[src/rtl/project_switch_mux_pkg.sv]
// Shared definitions for the project switch mux and its neighbours.
// - state_e     : handover sequencer states
// - DEFAULT_*   : default slot count and widths, shared with mux_wrapper
// - cnt_width() : width of a counter that must hold values 0..max_val
package project_switch_mux_pkg;

    typedef enum logic [1:0] {
        StNone    = 2'd0,
        StRun     = 2'd1,
        StDrain   = 2'd2,
        StRelease = 2'd3
    } state_e;

    localparam int unsigned DEFAULT_NUM_PROJ    = 4;
    localparam int unsigned DEFAULT_SEL_BITS    = 2;
    localparam int unsigned DEFAULT_INPUT_BITS  = 12;
    localparam int unsigned DEFAULT_OUTPUT_BITS = 12;

    function automatic int unsigned cnt_width(input int unsigned max_val);
        return (max_val < 1) ? 1 : $clog2(max_val + 1);
    endfunction

endpackage

[src/rtl/project_switch_mux_if.sv]
// Bundle between mux_wrapper (master) and the project switch mux (slave).
// - sel        : requested project, asynchronous to clk
// - in / out   : shared project inputs / registered output of active project
// - proj_clk   : gated clock per slot
// - proj_rst_n : active-low reset per slot
// - proj_in    : per-slot inputs, slot i at [i*INPUT_BITS +: INPUT_BITS]
// - proj_out   : per-slot outputs, slot i at [i*OUTPUT_BITS +: OUTPUT_BITS]
// - active     : index of current/incoming project
// - busy       : high unless a project is running normally
interface project_switch_mux_if #(
    parameter int unsigned NUM_PROJ    = 4,
    parameter int unsigned SEL_BITS    = 2,
    parameter int unsigned INPUT_BITS  = 12,
    parameter int unsigned OUTPUT_BITS = 12
);

    logic [SEL_BITS-1:0]             sel;
    logic [INPUT_BITS-1:0]           in;
    logic [OUTPUT_BITS-1:0]          out;
    logic [NUM_PROJ-1:0]             proj_clk;
    logic [NUM_PROJ-1:0]             proj_rst_n;
    logic [NUM_PROJ*INPUT_BITS-1:0]  proj_in;
    logic [NUM_PROJ*OUTPUT_BITS-1:0] proj_out;
    logic [SEL_BITS-1:0]             active;
    logic                            busy;

    modport master (
        output sel, in, proj_out,
        input  out, proj_clk, proj_rst_n, proj_in, active, busy
    );

    modport slave (
        input  sel, in, proj_out,
        output out, proj_clk, proj_rst_n, proj_in, active, busy
    );

endinterface

[src/rtl/project_switch_mux_proj_clk_gate.sv]
// Glitch-free clock gate for one project slot.
// - clk  : free-running clock
// - en   : enable, may change any time while clk is high
// - gclk : gated clock; the latch only follows en while clk is low, so an
//          enable change can never shorten or create a high phase.
module project_switch_mux_proj_clk_gate (
    input  logic clk,
    input  logic en,
    output logic gclk
);

    logic en_latched;

    always_latch begin
        if (!clk) begin
            en_latched = en;
        end
    end

    assign gclk = clk & en_latched;

endmodule

[src/rtl/project_switch_mux.sv]
// Routes clock, reset and inputs to one of NUM_PROJ project slots and muxes
// the selected slot's output back. Selection is synchronised and debounced,
// and every handover is sequenced drain -> reset -> release so a project
// never sees a runt clock or a partial reset.
// - clk, rst_n : single clock, asynchronous active-low reset
// - bus        : slave side of project_switch_mux_if (sel, in, out,
//                proj_clk, proj_rst_n, proj_in, proj_out, active, busy)
module project_switch_mux
    import project_switch_mux_pkg::*;
#(
    parameter int unsigned NUM_PROJ      = DEFAULT_NUM_PROJ,
    parameter int unsigned SEL_BITS      = DEFAULT_SEL_BITS,
    parameter int unsigned INPUT_BITS    = DEFAULT_INPUT_BITS,
    parameter int unsigned OUTPUT_BITS   = DEFAULT_OUTPUT_BITS,
    parameter int unsigned STABLE_CYCLES = 4,
    parameter int unsigned DRAIN_CYCLES  = 2,
    parameter int unsigned RST_CYCLES    = 8
) (
    input  logic                clk,
    input  logic                rst_n,
    project_switch_mux_if.slave bus
);

    // One extra bit so "no project" (NUM_PROJ) is representable even when
    // NUM_PROJ == 2**SEL_BITS.
    localparam int unsigned TGT_BITS = SEL_BITS + 1;
    localparam int unsigned STABLE_W = cnt_width(STABLE_CYCLES);
    localparam int unsigned SEQ_MAX  = (DRAIN_CYCLES > RST_CYCLES) ? DRAIN_CYCLES : RST_CYCLES;
    localparam int unsigned SEQ_W    = cnt_width(SEQ_MAX);

    localparam logic [TGT_BITS-1:0] NO_PROJ     = TGT_BITS'(NUM_PROJ);
    localparam logic [STABLE_W-1:0] STABLE_MAX  = STABLE_W'(STABLE_CYCLES);
    localparam logic [SEQ_W-1:0]    DRAIN_LAST  = SEQ_W'(DRAIN_CYCLES - 1);
    localparam logic [SEQ_W-1:0]    RST_LAST    = SEQ_W'(RST_CYCLES - 1);

    // Selection synchroniser and debounce
    logic [SEL_BITS-1:0] sel_meta_q, sel_s_q;
    logic [STABLE_W-1:0] stable_cnt_q, stable_cnt_d;
    logic [TGT_BITS-1:0] sel_ext;
    logic                sel_valid;
    logic                commit;

    // Sequencer
    state_e              state_q, state_d;
    logic [SEL_BITS-1:0] active_q, active_d;
    logic [TGT_BITS-1:0] target_q, target_d;
    logic [SEQ_W-1:0]    seq_cnt_q, seq_cnt_d;

    // Slot controls and output
    logic [NUM_PROJ-1:0]    rel_q, rel_d;
    logic [NUM_PROJ-1:0]    en;
    logic [OUTPUT_BITS-1:0] act_out;
    logic [OUTPUT_BITS-1:0] out_q, out_d;

    assign sel_ext   = {1'b0, sel_s_q};
    assign sel_valid = (sel_ext < NO_PROJ);

    // Counter restarts on the cycle sel_s is about to change and saturates
    // afterwards, so a request arriving mid-sequence is still seen on RUN entry.
    always_comb begin
        stable_cnt_d = stable_cnt_q;
        if (sel_meta_q != sel_s_q) begin
            stable_cnt_d = '0;
        end else if (stable_cnt_q != STABLE_MAX) begin
            stable_cnt_d = stable_cnt_q + 1'b1;
        end
    end

    assign commit = ((state_q == StRun) || (state_q == StNone)) &&
                    (stable_cnt_q == STABLE_MAX) && (sel_ext != target_q);

    always_comb begin
        state_d   = state_q;
        active_d  = active_q;
        target_d  = target_q;
        seq_cnt_d = seq_cnt_q;
        unique case (state_q)
            StNone: begin
                if (commit) begin
                    target_d = sel_ext;
                    if (sel_valid) begin
                        active_d  = sel_s_q;
                        seq_cnt_d = '0;
                        state_d   = StRelease;
                    end
                end
            end
            StRun: begin
                if (commit) begin
                    target_d  = sel_ext;
                    seq_cnt_d = '0;
                    state_d   = StDrain;
                end
            end
            StDrain: begin
                if (seq_cnt_q == DRAIN_LAST) begin
                    seq_cnt_d = '0;
                    if (target_q < NO_PROJ) begin
                        active_d = target_q[SEL_BITS-1:0];
                        state_d  = StRelease;
                    end else begin
                        state_d  = StNone;
                    end
                end else begin
                    seq_cnt_d = seq_cnt_q + 1'b1;
                end
            end
            StRelease: begin
                if (seq_cnt_q == RST_LAST) begin
                    seq_cnt_d = '0;
                    state_d   = StRun;
                end else begin
                    seq_cnt_d = seq_cnt_q + 1'b1;
                end
            end
            default: begin
                state_d = StNone;
            end
        endcase
    end

    // Local release is registered against the next state so it rises exactly
    // on the edge that enters RUN and drops on the edge that leaves it.
    always_comb begin
        rel_d = '0;
        if (state_d == StRun) begin
            for (int unsigned i = 0; i < NUM_PROJ; i++) begin
                rel_d[i] = (active_d == SEL_BITS'(i));
            end
        end
    end

    // Only one index can match active_q, so enables are one-hot or zero.
    always_comb begin
        en = '0;
        if (state_q != StNone) begin
            for (int unsigned i = 0; i < NUM_PROJ; i++) begin
                en[i] = (active_q == SEL_BITS'(i));
            end
        end
    end

    always_comb begin
        bus.proj_in = '0;
        if (state_q == StRun) begin
            for (int unsigned i = 0; i < NUM_PROJ; i++) begin
                if (active_q == SEL_BITS'(i)) begin
                    bus.proj_in[i*INPUT_BITS +: INPUT_BITS] = bus.in;
                end
            end
        end
    end

    always_comb begin
        act_out = '0;
        for (int unsigned i = 0; i < NUM_PROJ; i++) begin
            if (active_q == SEL_BITS'(i)) begin
                act_out = bus.proj_out[i*OUTPUT_BITS +: OUTPUT_BITS];
            end
        end
    end

    // Zero already on the edge that starts DRAIN, so out is 0 throughout it.
    assign out_d = ((state_q == StRun) && !commit) ? act_out : '0;

    always_ff @(posedge clk or negedge rst_n) begin
        if (!rst_n) begin
            sel_meta_q   <= '0;
            sel_s_q      <= '0;
            stable_cnt_q <= '0;
            state_q      <= StNone;
            active_q     <= '0;
            target_q     <= NO_PROJ;
            seq_cnt_q    <= '0;
            rel_q        <= '0;
            out_q        <= '0;
        end else begin
            sel_meta_q   <= bus.sel;
            sel_s_q      <= sel_meta_q;
            stable_cnt_q <= stable_cnt_d;
            state_q      <= state_d;
            active_q     <= active_d;
            target_q     <= target_d;
            seq_cnt_q    <= seq_cnt_d;
            rel_q        <= rel_d;
            out_q        <= out_d;
        end
    end

    for (genvar g = 0; g < NUM_PROJ; g++) begin : g_gate
        project_switch_mux_proj_clk_gate u_gate (
            .clk  (clk),
            .en   (en[g]),
            .gclk (bus.proj_clk[g])
        );
    end

    // rst_n gating makes slot resets assert in the same instant as the global reset.
    assign bus.proj_rst_n = rel_q & {NUM_PROJ{rst_n}};
    assign bus.out        = out_q;
    assign bus.active     = active_q;
    assign bus.busy       = (state_q != StRun);

    a_en_onehot0 : assert property (@(posedge clk) disable iff (!rst_n) $onehot0(en));
    a_rel_onehot0 : assert property (@(posedge clk) disable iff (!rst_n) $onehot0(rel_q));

endmodule

[src/flat_wrapper.sv]
// flat-port wrapper written by rule: the top's interface ports become plain ports
module project_switch_mux_flat import project_switch_mux_pkg::*;
#(
    parameter int unsigned NUM_PROJ      = DEFAULT_NUM_PROJ,
    parameter int unsigned SEL_BITS      = DEFAULT_SEL_BITS,
    parameter int unsigned INPUT_BITS    = DEFAULT_INPUT_BITS,
    parameter int unsigned OUTPUT_BITS   = DEFAULT_OUTPUT_BITS,
    parameter int unsigned STABLE_CYCLES = 4,
    parameter int unsigned DRAIN_CYCLES  = 2,
    parameter int unsigned RST_CYCLES    = 8
)
  (clk, rst_n, bus_sel, bus_in, bus_proj_out, bus_out, bus_proj_clk, bus_proj_rst_n, bus_proj_in, bus_active, bus_busy);
  project_switch_mux_if #(.NUM_PROJ(NUM_PROJ), .SEL_BITS(SEL_BITS), .INPUT_BITS(INPUT_BITS), .OUTPUT_BITS(OUTPUT_BITS)) bus_i ();
  input  logic clk;
  input  logic rst_n;
  input wire logic [$bits(bus_i.sel)-1:0] bus_sel;
  input wire logic [$bits(bus_i.in)-1:0] bus_in;
  input wire logic [$bits(bus_i.proj_out)-1:0] bus_proj_out;
  output wire logic [$bits(bus_i.out)-1:0] bus_out;
  output wire logic [$bits(bus_i.proj_clk)-1:0] bus_proj_clk;
  output wire logic [$bits(bus_i.proj_rst_n)-1:0] bus_proj_rst_n;
  output wire logic [$bits(bus_i.proj_in)-1:0] bus_proj_in;
  output wire logic [$bits(bus_i.active)-1:0] bus_active;
  output wire logic [$bits(bus_i.busy)-1:0] bus_busy;
  assign bus_i.sel = bus_sel;
  assign bus_i.in = bus_in;
  assign bus_i.proj_out = bus_proj_out;
  assign bus_out = bus_i.out;
  assign bus_proj_clk = bus_i.proj_clk;
  assign bus_proj_rst_n = bus_i.proj_rst_n;
  assign bus_proj_in = bus_i.proj_in;
  assign bus_active = bus_i.active;
  assign bus_busy = bus_i.busy;
  project_switch_mux #(.NUM_PROJ(NUM_PROJ), .SEL_BITS(SEL_BITS), .INPUT_BITS(INPUT_BITS), .OUTPUT_BITS(OUTPUT_BITS), .STABLE_CYCLES(STABLE_CYCLES), .DRAIN_CYCLES(DRAIN_CYCLES), .RST_CYCLES(RST_CYCLES)) u_core (.clk(clk), .rst_n(rst_n), .bus(bus_i));
endmodule
[config.mk]
export PLATFORM = sky130hd
export DESIGN_NAME = project_switch_mux_flat
export DESIGN_NICKNAME = d
export VERILOG_FILES = /design/src/rtl/project_switch_mux_pkg.sv /design/src/rtl/project_switch_mux_if.sv /design/src/rtl/project_switch_mux_proj_clk_gate.sv /design/src/rtl/project_switch_mux.sv /design/src/flat_wrapper.sv
export SDC_FILE = /design/constraint.sdc
export NUM_CORES = 1
export LEC_CHECK = 0
export CORE_MARGIN = 10
export CORE_UTILIZATION = 42
export CTS_BUF_LIST = sky130_fd_sc_hd__clkbuf_8
export DETAILED_ROUTE_END_ITERATION = 10
export PLACE_DENSITY = 0.89
export SYNTH_ARGS = -nofsm -noshare
export SYNTH_HDL_FRONTEND = slang
export SYNTH_SLANG_ARGS = --single-unit
[constraint.sdc]
create_clock -name clk -period 3.45 [get_ports clk]
set_clock_uncertainty 0.2 [all_clocks]
set_input_delay 0.69 -clock clk [delete_from_list [all_inputs] [get_ports clk]]
set_output_delay 0.69 -clock clk [all_outputs]
set_load 0.02 [all_outputs]
=== Yosys cells after proc, flatten, opt, wreduce, memory -nomap -nowiden ===
Cells that the tools add are included.

* $add $sub $neg: 2
* Multiply operators: 0
* Divide/modulo/power cells: 0
* $lt $le $gt $ge: 2
* Equality and inequality tests: 20
* Shifts and indexed selects: 0
* Mux-type cells: 36
* Bitwise operators: 5
* Reductions and logical operators: 13

{| class="wikitable"
|+ Operator list
! cell !! number
|-
| two-way mux 12 bit || 9
|-
| two-way mux 48 bit || 1
|-
| two-way mux 4 bit || 7
|-
| two-way mux 2 bit || 10
|-
| case mux 4 bit (4 select lines) || 1
|-
| equality test 2 bit, second input constant || 6
|-
| equality test 2 x 1 -> 1 bit, second input constant || 4
|-
| != test 2 x 1 -> 1 bit, second input constant || 4
|-
| case mux 2 bit (4 select lines) || 1
|-
| zero test 2 bit || 3
|-
| two-way mux 3 bit || 2
|-
| adder 4 x 1 -> 4 bit, second input constant || 1
|-
| bitwise AND 1 bit || 4
|-
| bitwise AND 4 bit || 1
|-
| equality test 4 x 1 -> 1 bit, second input constant || 1
|-
| equality test 4 x 3 -> 1 bit, second input constant || 1
|-
| two-way mux 1 bit || 4
|-
| case mux 2 bit (2 select lines) || 1
|-
| nonzero test 2 bit || 2
|-
| adder 3 x 1 -> 3 bit, second input constant || 1
|-
| equality test 3 bit, second input constant || 1
|-
| logical AND 1 bit || 3
|-
| less-than comparator 2 x 3 -> 1 bit, second input constant || 1
|-
| less-than comparator 3 bit, second input constant || 1
|-
| 8 further kinds || 8
|}

* Flip-flop bits (word level): 34
* Latch bits: 4
* RAM bits: 0
* ROM bits: 0
* Output and inout port bits: 71
* Memories kept: 0

=== Depth between registers and ports, before layout ===
* Depth after elaboration: 8
* Depth in mapped cells: 7
* Depth with buffers taken out: 6

=== By module ===
From an unflattened synthesis, not the netlist that was laid out.

* Cells, all modules: 228
* Area total of the unflattened synthesis: 2,204.6 µm²

{| class="wikitable"
|+ Modules (own cells, without submodules)
! module !! times used !! cells each !! area each (µm²) !! sequential area each (µm²)
|-
| project_switch_mux || 1 || 220 || 2,119.5 || 852.1
|-
| project_switch_mux_proj_clk_gate || 4 || 2 || 21.3 || 0.0
|}

==> impl_results.md <==
- Outcome: finished, violations left
- Failing checks: negative setup slack
- Critical Path, Cell by Cell: and2_4 > buf_6
- Max VDD drop: around 0.00046 V
- Critical path's slowest cell: dlxtn_1
- CTS tree: built
- Die Wd: 93.39 um
- Worst-skew pair later-pin latency: 0.39 ns
- DR vias: 2296
- Placed instance area: 3650 um^2
- Setup crit start kind: latch
- Seq pwr share: 25.6%
- Largest net degree at the start of global routing: 26
- Tot GR Track Use: 18.59%
- Post-Syn Instances: 240
- Hold Crit Class: reg2reg
- Fill count: 351
- Top-count cell post-synth: nor2_1
- Vias per Instance: between 5 and 6
- Worst slew pin tran: 0.4732 ns
- Leakage power: 1.607 nW
- Crit Path Class: latch2out
- Final ANT Viol Nets: 0
- CP required: 2.56 ns
- Pint: 1.544 mW
- First-pass GRT wire length: 12.84 mm
- Rel. slew slack: approximately two thirds
- Post-CTS Hold Fix Bufs: 0
- Setup Fix Bufs, Post-CTS: 0
- Final WL: 8.263 mm
- Area leader, netlist: dfrtp_1
- P_sw: 1.080 mW
- DRC: 0
- Combinational Power Share: a little over half
- Syn_nets: approximately 310
- Synth area leaders: dfrtp_1, mux4_2, nor2_1
- CP Data Arrival Time: roughly 2.8 ns
- Initial Utilization: roughly 44%
- Synth-to-Final Area Change: 68.75%
- WL/cell: 18.44 um
- Clock-pin slew on the worst setup and hold paths: 0.07 ns
- Commonest cells post-synth: nor2_1, dfrtp_1, nand2_1
- Mapped cell area: between 2000 and 2500 um^2
- # IOs: 135
- Unrepaired setup endpoints after global routing: true
- Cell Pwr Density: roughly 700 nW/um^2
- Post-synth EDFFs: 0
- Dpl ws: -0.2454 ns
- Buf/Inv on CP: 1
- Diodes inserted: 0
- Max incr delay on CP: 0.39 ns
- Initial antenna violation count: 0
- Remaining Overflow, GRT: 0
- Worst-path fanout max: 1
- Final setup margin: -0.2123 ns
- Post-Layout Inst Area: ~3800 um^2
- Average cell area after synthesis: 9.426 um^2
- Yosys cell types: 46
- Post-synth top area share: 36.50%
- Crit. End Element: output port
- Detailed Place HPWL: 6.713 mm
- Die Span Y: 93.39 um
- IO Port Bufs: 134
- Die footprint: 8722 um^2
- Routability Congestion: approximately 0.9
- Pre-antenna DRT Iters: 4
- Clock power frac: 21.1%
- Register bit total from synthesis: 38
- Share of layout cells above drive strength 1: 12.96%
- Post-synth ARST share: 89.47%
- Setup violations, final: 8
- Worst hold slack: 0.2080 ns
- Vias in the first global route: 2375
- Top FF cell, synth: dfrtp_1
- CP top delay family: latches
- Slew Limit Fails: 0
- Switching Share: 41.16%
- Core Area: approximately 5200 um^2
- Maxcap violations: 0
- Synth warn: 0
- Final hold vios: 0
- Starting DRT DRC Count: 134
- Rows: 26
- Final Net Count: ~440
## registers in the layout, indices dropped and copies added, names as in the netlist
signal                           count
u_core.bus.out                      12
u_core.g_gate.u_gate.en_latched      4
u_core.rel_q                         4
u_core.seq_cnt_q                     4
u_core.stable_cnt_q                  3
u_core.target_q                      3
u_core.bus.active                    2
u_core.sel_meta_q                    2
u_core.sel_s_q                       2
u_core.state_q                       2
## final timing paths
path,start,to,slack [ns],cells after the start
min reg2reg,u_core.sel_meta_q[0]$_DFF_PN0_,u_core.sel_s_q[0]$_DFF_PN0_,0.21,0
max in group asynchronous,rst_n,u_core.target_q[2]$_DFFE_PN1P_,2.06,2
min,u_core.sel_meta_q[0]$_DFF_PN0_,u_core.sel_s_q[0]$_DFF_PN0_,0.21,0
min in group asynchronous,rst_n,u_core.rel_q[0]$_DFF_PN0_,0.36,1
max reg2reg,u_core.bus.active[0]$_DFF_PN0_,u_core.g_gate[0].u_gate.en_latched$_DLATCH_N_,0.54,2
max,u_core.g_gate[2].u_gate.en_latched$_DLATCH_N_,bus_proj_clk[2],-0.21,2
## power by group through the flow
stage	sequential [mW]	combinational [mW]	clock, mW
final	0.672	1.40	0.553
after global routing	0.691	1.50	0.602
after CTS	0.670	1.41	0.568
after detailed placement	0.675	1.41	0.0779
after global placement	0.670	1.36	0.0779
after floorplan	0.722	0.790	0.0699
## cell families after synthesis
group / count (synthesis) / share of synthesized area, %
AND/OR/NAND/NOR: 128 / 27.93
flip-flops: 34 / 37.67
buffers and inverters: 25 / 5.973
AO/OA/AOI/OAI: 23 / 7.357
multiplexers: 17 / 14.27
XOR/XNOR: 5 / 1.936
adder cells (fa/ha/maj): 4 / 2.212
latches: 4 / 2.655
## layout by cell type (no fill, tap or decap), types with 2 or more instances in the layout
| master | synthesis | final |
|---|---|---|
| mux4_2 | 12 | 12 |
| nand2_1 | 21 | 21 |
| and3_1 | 15 | 15 |
| o31ai_1 | 3 | 3 |
| or3b_1 | 2 | 2 |
| ha_1 | 4 | 4 |
| dlxtn_1 | 4 | 3 |
| nor2_1 | 59 | 59 |
| o21ai_0 | 6 | 6 |
| buf_4 | 4 | 9 |
| mux2_2 | 2 | 2 |
| dfrtp_1 | 33 | 32 |
| buf_6 | 3 | 4 |
| and2_1 | 13 | 10 |
| nand2b_1 | 4 | 4 |
| inv_1 | 7 | 8 |
| xnor2_1 | 3 | 3 |
| xor2_1 | 2 | 2 |
| nor3_1 | 4 | 4 |
| clkbuf_8 | 0 | 10 |
| and2_4 | 0 | 3 |
| clkdlybuf4s50_1 | 0 | 130 |
| nand3_1 | 2 | 2 |
| a21oi_1 | 2 | 2 |
| mux2i_1 | 3 | 3 |
## layer usage
layer	part of all wire [%]	global-route usage [%]	up-vias	wire [um]
met5	0	0	-	0
met4	1.7	5.913	0	139
met3	7.7	6.555	15	633
met2	52	33.47	97	4292
met1	39	19.73	1090	3198
li1	-	-	1094	-
## final cells by class
cell class	count	area (um^2)	share of cell area, %
Clock buffer	14	182.7	4.785
Clock inverter	3	15.01	0.3933
Inverter	7	26.28	0.6883
Multi-Input combinational cell	177	1222	32.02
Sequential cell	38	914.6	23.96
Tap cell	70	87.58	2.294
Timing Repair Buffer	139	1369	35.86
## stage by stage
| step | power, mW | TNS (ns) | instances | util [%] |
|---|---|---|---|---|
| final | 2.624 | -0.8278 | 448 | 73.80 |
| after global routing | 2.796 | -0.9371 | 448 | 73.80 |
| after CTS | 2.648 | -0.8549 | 448 | 73.78 |
| after detailed placement | 2.159 | -0.9091 | 435 | 70.56 |
| after global placement | 2.111 | -0.8821 | 435 | 70.56 |
| after floorplan | 1.582 | 0 | 240 | - |
## timing repair
item	4_1_cts	5_1_grt
setup endpoints to repair	8	46
resized for setup	28	1
pin swaps	3	0
Note: power is estimated with default switching activity, not from simulation.
